File: src/rtl/pwl_mac_out.sv
// Output stage of the piecewise-linear sigmoid: y = a*x + b, round, clamp to [0, 1.0],
// then buffer in a FIFO whose free space is handed upstream as credits.
module pwl_mac_out #(
   parameter int XW    = 32,
   parameter int XFRAC = 16,
   parameter int CW    = 32,
   parameter int CFRAC = 16,
   parameter int OW    = 16,
   parameter int OFRAC = 15,
   parameter int RDLAT = 1,
   parameter int DEPTH = 8
) (
   input  logic          clk,
   input  logic          rst,
   input  logic          in_valid,
   output logic          in_ready,
   input  logic [XW-1:0] x_in,
   input  logic [CW-1:0] a_in,
   input  logic [CW-1:0] b_in,
   output logic          out_valid,
   input  logic          out_ready,
   output logic [OW-1:0] y_out,
   output logic          sat_hi,
   output logic          sat_lo,
   output logic [15:0]   sat_cnt
);

   localparam int PW = CW + XW;
   localparam int SW = PW + 1;
   localparam int SH = CFRAC + XFRAC - OFRAC;
   localparam int RW = SW - SH;
   localparam int AW = (DEPTH > 1) ? $clog2(DEPTH) : 1;
   localparam int NW = AW + 1;
   localparam int EW = OW + 2;
   localparam logic [RW-1:0] R_ONE   = RW'(1) << OFRAC;
   localparam logic [OW-1:0] Y_ONE   = OW'(1) << OFRAC;
   localparam logic [SW-1:0] RND     = SW'(1) << (SH - 1);
   localparam logic [NW:0]   DEPTH_N = (NW + 1)'(DEPTH);

   logic                 accept, push, pop;
   logic [NW-1:0]        count_q, count_d, inflight_q, inflight_d;
   logic [AW-1:0]        wr_ptr_q, rd_ptr_q;
   logic [EW-1:0]        mem_q [DEPTH];
   logic [EW-1:0]        head;
   logic [15:0]          sat_cnt_q;

   logic                 dly_v;
   logic [XW-1:0]        dly_x;
   logic                 d_v_q, m_v_q, a_v_q;
   logic signed [CW-1:0] d_a_q, d_b_q, m_b_q;
   logic signed [XW-1:0] d_x_q;
   logic signed [PW-1:0] a_ext, x_ext, m_p_d, m_p_q;
   logic signed [SW-1:0] p_ext, b_ext, a_s_d, a_s_q, s_rnd;
   logic [RW-1:0]        s_r;
   logic                 s_lo, s_hi;
   logic [OW-1:0]        s_y;

   // Credits: everything already in the FIFO or still in the pipe has a reserved slot.
   assign in_ready = !rst && (({1'b0, count_q} + {1'b0, inflight_q}) < DEPTH_N);
   assign accept   = in_valid && in_ready;
   assign push     = a_v_q;
   assign pop      = out_valid && out_ready;

   // x waits here for the coefficient read to come back from the BRAM.
   genvar gi;
   generate
      for (gi = 0; gi < RDLAT; gi++) begin : g_dly
         logic          v_q;
         logic [XW-1:0] x_q;
         if (gi == 0) begin : g_head
            always_ff @(posedge clk) begin
               if (rst) v_q <= 1'b0;
               else     v_q <= accept;
               x_q <= x_in;
            end
         end else begin : g_tail
            always_ff @(posedge clk) begin
               if (rst) v_q <= 1'b0;
               else     v_q <= g_dly[gi-1].v_q;
               x_q <= g_dly[gi-1].x_q;
            end
         end
      end
   endgenerate

   assign dly_v = g_dly[RDLAT-1].v_q;
   assign dly_x = g_dly[RDLAT-1].x_q;

   assign a_ext = PW'(d_a_q);
   assign x_ext = PW'(d_x_q);
   assign m_p_d = a_ext * x_ext;
   assign p_ext = SW'(m_p_q);
   assign b_ext = SW'(m_b_q);
   assign a_s_d = p_ext + (b_ext <<< XFRAC);

   always_ff @(posedge clk) begin
      if (rst) begin
         d_v_q <= 1'b0;
         m_v_q <= 1'b0;
         a_v_q <= 1'b0;
      end else begin
         d_v_q <= dly_v;
         m_v_q <= d_v_q;
         a_v_q <= m_v_q;
      end
      d_a_q <= a_in;
      d_b_q <= b_in;
      d_x_q <= dly_x;
      m_p_q <= m_p_d;
      m_b_q <= d_b_q;
      a_s_q <= a_s_d;
   end

   // Round half up, then clamp to the unsigned output range [0, 1.0].
   assign s_rnd = a_s_q + RND;
   assign s_r   = RW'(s_rnd >>> SH);
   assign s_lo  = s_r[RW-1];
   assign s_hi  = !s_r[RW-1] && (s_r > R_ONE);
   assign s_y   = s_lo ? '0 : (s_hi ? Y_ONE : s_r[OW-1:0]);

   always_comb begin
      count_d    = count_q + NW'(push) - NW'(pop);
      inflight_d = inflight_q + NW'(accept) - NW'(push);
   end

   always_ff @(posedge clk) begin
      if (rst) begin
         count_q    <= '0;
         inflight_q <= '0;
         wr_ptr_q   <= '0;
         rd_ptr_q   <= '0;
         sat_cnt_q  <= '0;
      end else begin
         count_q    <= count_d;
         inflight_q <= inflight_d;
         if (push) wr_ptr_q <= wr_ptr_q + AW'(1);
         if (pop)  rd_ptr_q <= rd_ptr_q + AW'(1);
         if (push && (s_hi || s_lo) && (sat_cnt_q != 16'hFFFF))
            sat_cnt_q <= sat_cnt_q + 16'd1;
      end
   end

   always_ff @(posedge clk) begin
      if (push) mem_q[wr_ptr_q] <= {s_hi, s_lo, s_y};
   end

   assign head      = mem_q[rd_ptr_q];
   assign out_valid = (count_q != '0);
   assign y_out     = out_valid ? head[OW-1:0] : '0;
   assign sat_hi    = out_valid && head[EW-1];
   assign sat_lo    = out_valid && head[EW-2];
   assign sat_cnt   = sat_cnt_q;

   a_no_push_full: assert property (@(posedge clk) disable iff (rst)
                                    !(push && (count_q == NW'(DEPTH))));

endmodule

File: config.mk
export PLATFORM = sky130hd
export DESIGN_NAME = pwl_mac_out
export DESIGN_NICKNAME = d
export VERILOG_FILES = /design/src/rtl/pwl_mac_out.sv
export SDC_FILE = /design/constraint.sdc
export NUM_CORES = 2
export LEC_CHECK = 0
export CAP_MARGIN = 40
export CORE_MARGIN = 5
export CORE_UTILIZATION = 55
export CTS_CLUSTER_DIAMETER = 150
export DETAILED_ROUTE_END_ITERATION = 8
export GPL_TIMING_DRIVEN = 1
export PLACE_DENSITY = 0.69
export SKIP_CTS_REPAIR_TIMING = 1
export SLEW_MARGIN = 40
export SYNTH_ARGS = -nofsm -noshare
export SYNTH_HDL_FRONTEND = slang
export SYNTH_SLANG_ARGS = --single-unit
File: constraint.sdc
create_clock -name clk -period 21.6 [get_ports clk]
set_input_delay 4.32 -clock clk [delete_from_list [all_inputs] [get_ports clk]]
set_output_delay 4.32 -clock clk [all_outputs]
set_load 0.01 [all_outputs]
==> results.py <==
metrics = {
    "clock_network": {
        "cts.htree.levels": 2,
        "clk-insertion-delay-late_ns": 0.64,
        "cts_tree": "yes",
        "cts_made_buffers": 48,
        "clk_path_buf_depth": 3,
        "ctsRootBufferMaster": "clkbuf_16",
        "clk_pin_slew_ns": 0.06,
        "cts.sinks": 438,
    },
    "logic_synthesis": {
        "synth_area_leaders": "fa_1, dfxtp_1, edfxtp_1, inv_1, and2_1",
        "synth_commonest_cells": "fa_1, inv_1, nand2_1",
        "synth_top_cell_area_share_pct": 41.9,
        "syn_nets": 6477,
        "synth.cell_area_um2": 51800,
        "synth_edf_count": 144,
        "synth.yosys.seq_area_share_pct": 19.7,
        "yosys_most_used_dff": "dfxtp_1",
        "syn_avg_cell_area_um2": 10.3,
        "yosysUniqueCellTypes": 83,
        "synth_top_area_cell": "fa_1",
        "yosys_warnings": 0,
        "ys_seq_elements": 438,
        "synth_most_common_cell": "fa_1",
        "ys_async_sr_fraction_pct": 0,
        "synth_cells": 5049,
    },
    "placed_design": {
        "dp_hpwl_mm": 95.1,
        "io_buffer_count": 135,
        "dpl.cell_count": 6279,
        "post_dp_cell_area_um2": 54400,
        "place_congestion": 0.880,
    },
    "die": {
        "initial_core_util_pct": 55.4,
        "rows": 112,
        "die_y_um": 317,
        "die_w_um": 317,
        "io_pins": 136,
        "coreArea_um2": 93500,
        "die_area_um2": 100000,
    },
    "grt": {
        "grt.overflow.total": 0,
        "grt_pass1_vias": 37800,
        "antenna_found_initial": 3,
        "grt_usage_pct": 26.5,
        "grt_pass1_wl_mm": 206,
        "grt_max_degree": 37,
    },
    "detailed_routing": {
        "drc_errors": 0,
        "drt_iter0_markers": 2125,
        "routed_via_density": 5.40,
        "routedWlPerCell_um": 20.0,
        "first_pass_iters": 7,
        "routed_wl_mm": 128,
        "vias": 34400,
        "ant_nets": 0,
    },
    "timing": {
        "finalSetupTns_ns": 0,
        "skew_ns": 0.0430,
        "fin_crit_sh_pct": 49.0,
        "drv_slew": 0,
        "fmax_mhz": 94.5,
        "slew_headroom_pct": 39.7,
        "hold_viol_final": 0,
        "setup_violations": 0,
        "period_minus_slack_ns": 10.58,
        "tightest_slew_ns": 0.904,
        "rsz0062_at_grt": "false",
    },
    "critical_path": {
        "cp.arrival_ns": 6.26,
        "path_class": "in2out",
        "slowest_delay_ns": 0.58,
        "cp-start-kind": "input port",
        "worstSetupEndpointType": "output pin",
        "worst_path_most_repeated_cell": "clkdlybuf4s50_1",
        "path_cells": "clkdlybuf4s50_1 -> buf_4 -> or4_1 -> a21oi_1 -> clkdlybuf4s50_1",
        "critPathRequiredTime_ns": 17.28,
        "cp_max_fo": 36,
        "cp_slowest_cell": "clkdlybuf4s50_1",
    },
    "worst_hold_path": {
        "hold_path_class": "reg2reg",
    },
    "layout": {
        "fin_cells": 6374,
        "area_delta_synth_final_pct": 8.25,
        "fin_nets": 6503,
        "finalInstanceArea_um2": 56100,
        "drive_gt1_share_pct": 4.67,
        "fin_util_pct": 60.0,
    },
    "flow_run": {
        "drv_cap": 0,
    },
    "outcome": {
        "status": "completed",
    },
}
-- cells by family (layout without fill, tap and decap cells) --
kind of cell,Yosys count,in the layout,synth area share [%]
compound gates,339,339,4.48
xor+xnor,141,141,2.38
fa+ha+maj,1328,1328,47.8
buf+inv,1291,1357,9.41
flops,438,438,19.7
mux,61,61,2.05
other cells,0,5,0
simple gates,1451,1451,14.2
-- cell usage in the layout, fill, tap and decap left out, types with 13 or more instances in the layout --
| cell type | synthesis | final |
|---|---|---|
| mux2i_1 | 24 | 24 |
| and2_1 | 523 | 522 |
| nand4_1 | 32 | 32 |
| nor3_1 | 24 | 22 |
| xor2_1 | 64 | 64 |
| nor2b_1 | 20 | 20 |
| inv_1 | 1063 | 1063 |
| nand2b_1 | 26 | 26 |
| clkdlybuf4s50_1 | 0 | 135 |
| fa_1 | 1084 | 1083 |
| a211oi_1 | 15 | 15 |
| o21a_1 | 17 | 17 |
| nand3_1 | 43 | 43 |
| ha_1 | 244 | 244 |
| mux4_2 | 36 | 36 |
| clkbuf_16 | 0 | 49 |
| dfxtp_2 | 0 | 13 |
| and3_1 | 17 | 17 |
| nor2_1 | 155 | 155 |
| nor4_1 | 13 | 13 |
| nand2_1 | 553 | 553 |
| o21ai_0 | 53 | 52 |
| a21oi_1 | 89 | 89 |
| edfxtp_1 | 144 | 144 |
| a21o_1 | 60 | 60 |
| xnor2_1 | 77 | 76 |
| a31oi_1 | 13 | 13 |
| dfxtp_1 | 294 | 275 |
| buf_4 | 2 | 68 |
-- per-layer routing --
layer	up-vias	track usage [%]	wire, µm
li1	15300	-	-
met1	17600	34.5	50800
met2	1305	44.1	60000
met3	250	7.30	12400
met4	2	7.66	4300
met5	-	0	12
-- flip-flops by register name, summed over array words and instances, names as in the netlist, 3 cells and up, named ones only --
| register | flops |
|---|---|
| wr_ptr_q | 3 |
| d_a_q | 32 |
| count_q | 4 |
| rd_ptr_q | 3 |
| dly_x | 32 |
| a_s_q | 49 |
| inflight_q | 4 |
| d_b_q | 32 |
| m_b_q | 32 |
| mem_q | 144 |
| m_p_q | 48 |
| sat_cnt | 16 |
| d_x_q | 32 |
-- critical path, delay by kind of cell --
| family | cells | cell delay [ns] |
|---|---|---|
| simple gates | 1 | 0.50 |
| compound gates | 1 | 0.22 |
| buf+inv | 3 | 1.21 |
-- worst paths after layout --
path | depth (start not counted) | startpoint | slack [ns] | end
hold reg to reg | 0 | d_b_q[19]$_DFF_P_ | 0.32 | m_b_q[19]$_DFF_P_
setup / recovery | 5 | rst | 11.02 | in_ready
setup reg to reg | 26 | d_x_q[2]$_DFF_P_ | 12.74 | m_p_q[63]$_DFF_P_
hold / removal | 0 | d_b_q[19]$_DFF_P_ | 0.32 | m_b_q[19]$_DFF_P_
-- area by class of cell --
class / count / area (µm²)
Antenna cell: 5 / 12.5
Clock buffer: 71 / 1390
Clock inverter: 19 / 240
Fill cell: 7863 / 37400
Inverter: 1063 / 3990
Multi-Input combinational cell: 3320 / 36800
Sequential cell: 438 / 10200
Tap cell: 1254 / 1570
Timing Repair Buffer: 204 / 1890
-- stage by stage --
stage	setup WS, ns	hold slack (ns)
5_1_grt	10.92	0.326
3_3_place_gp	11.04	0.311
6_report	11.02	0.317
4_1_cts	11.00	0.313
2_1_floorplan	12.08	0.310
3_5_place_dp	11.00	0.312
Power is not shown: default switching activity piles up to over one toggle a cycle in this logic, so the estimate is an artifact.
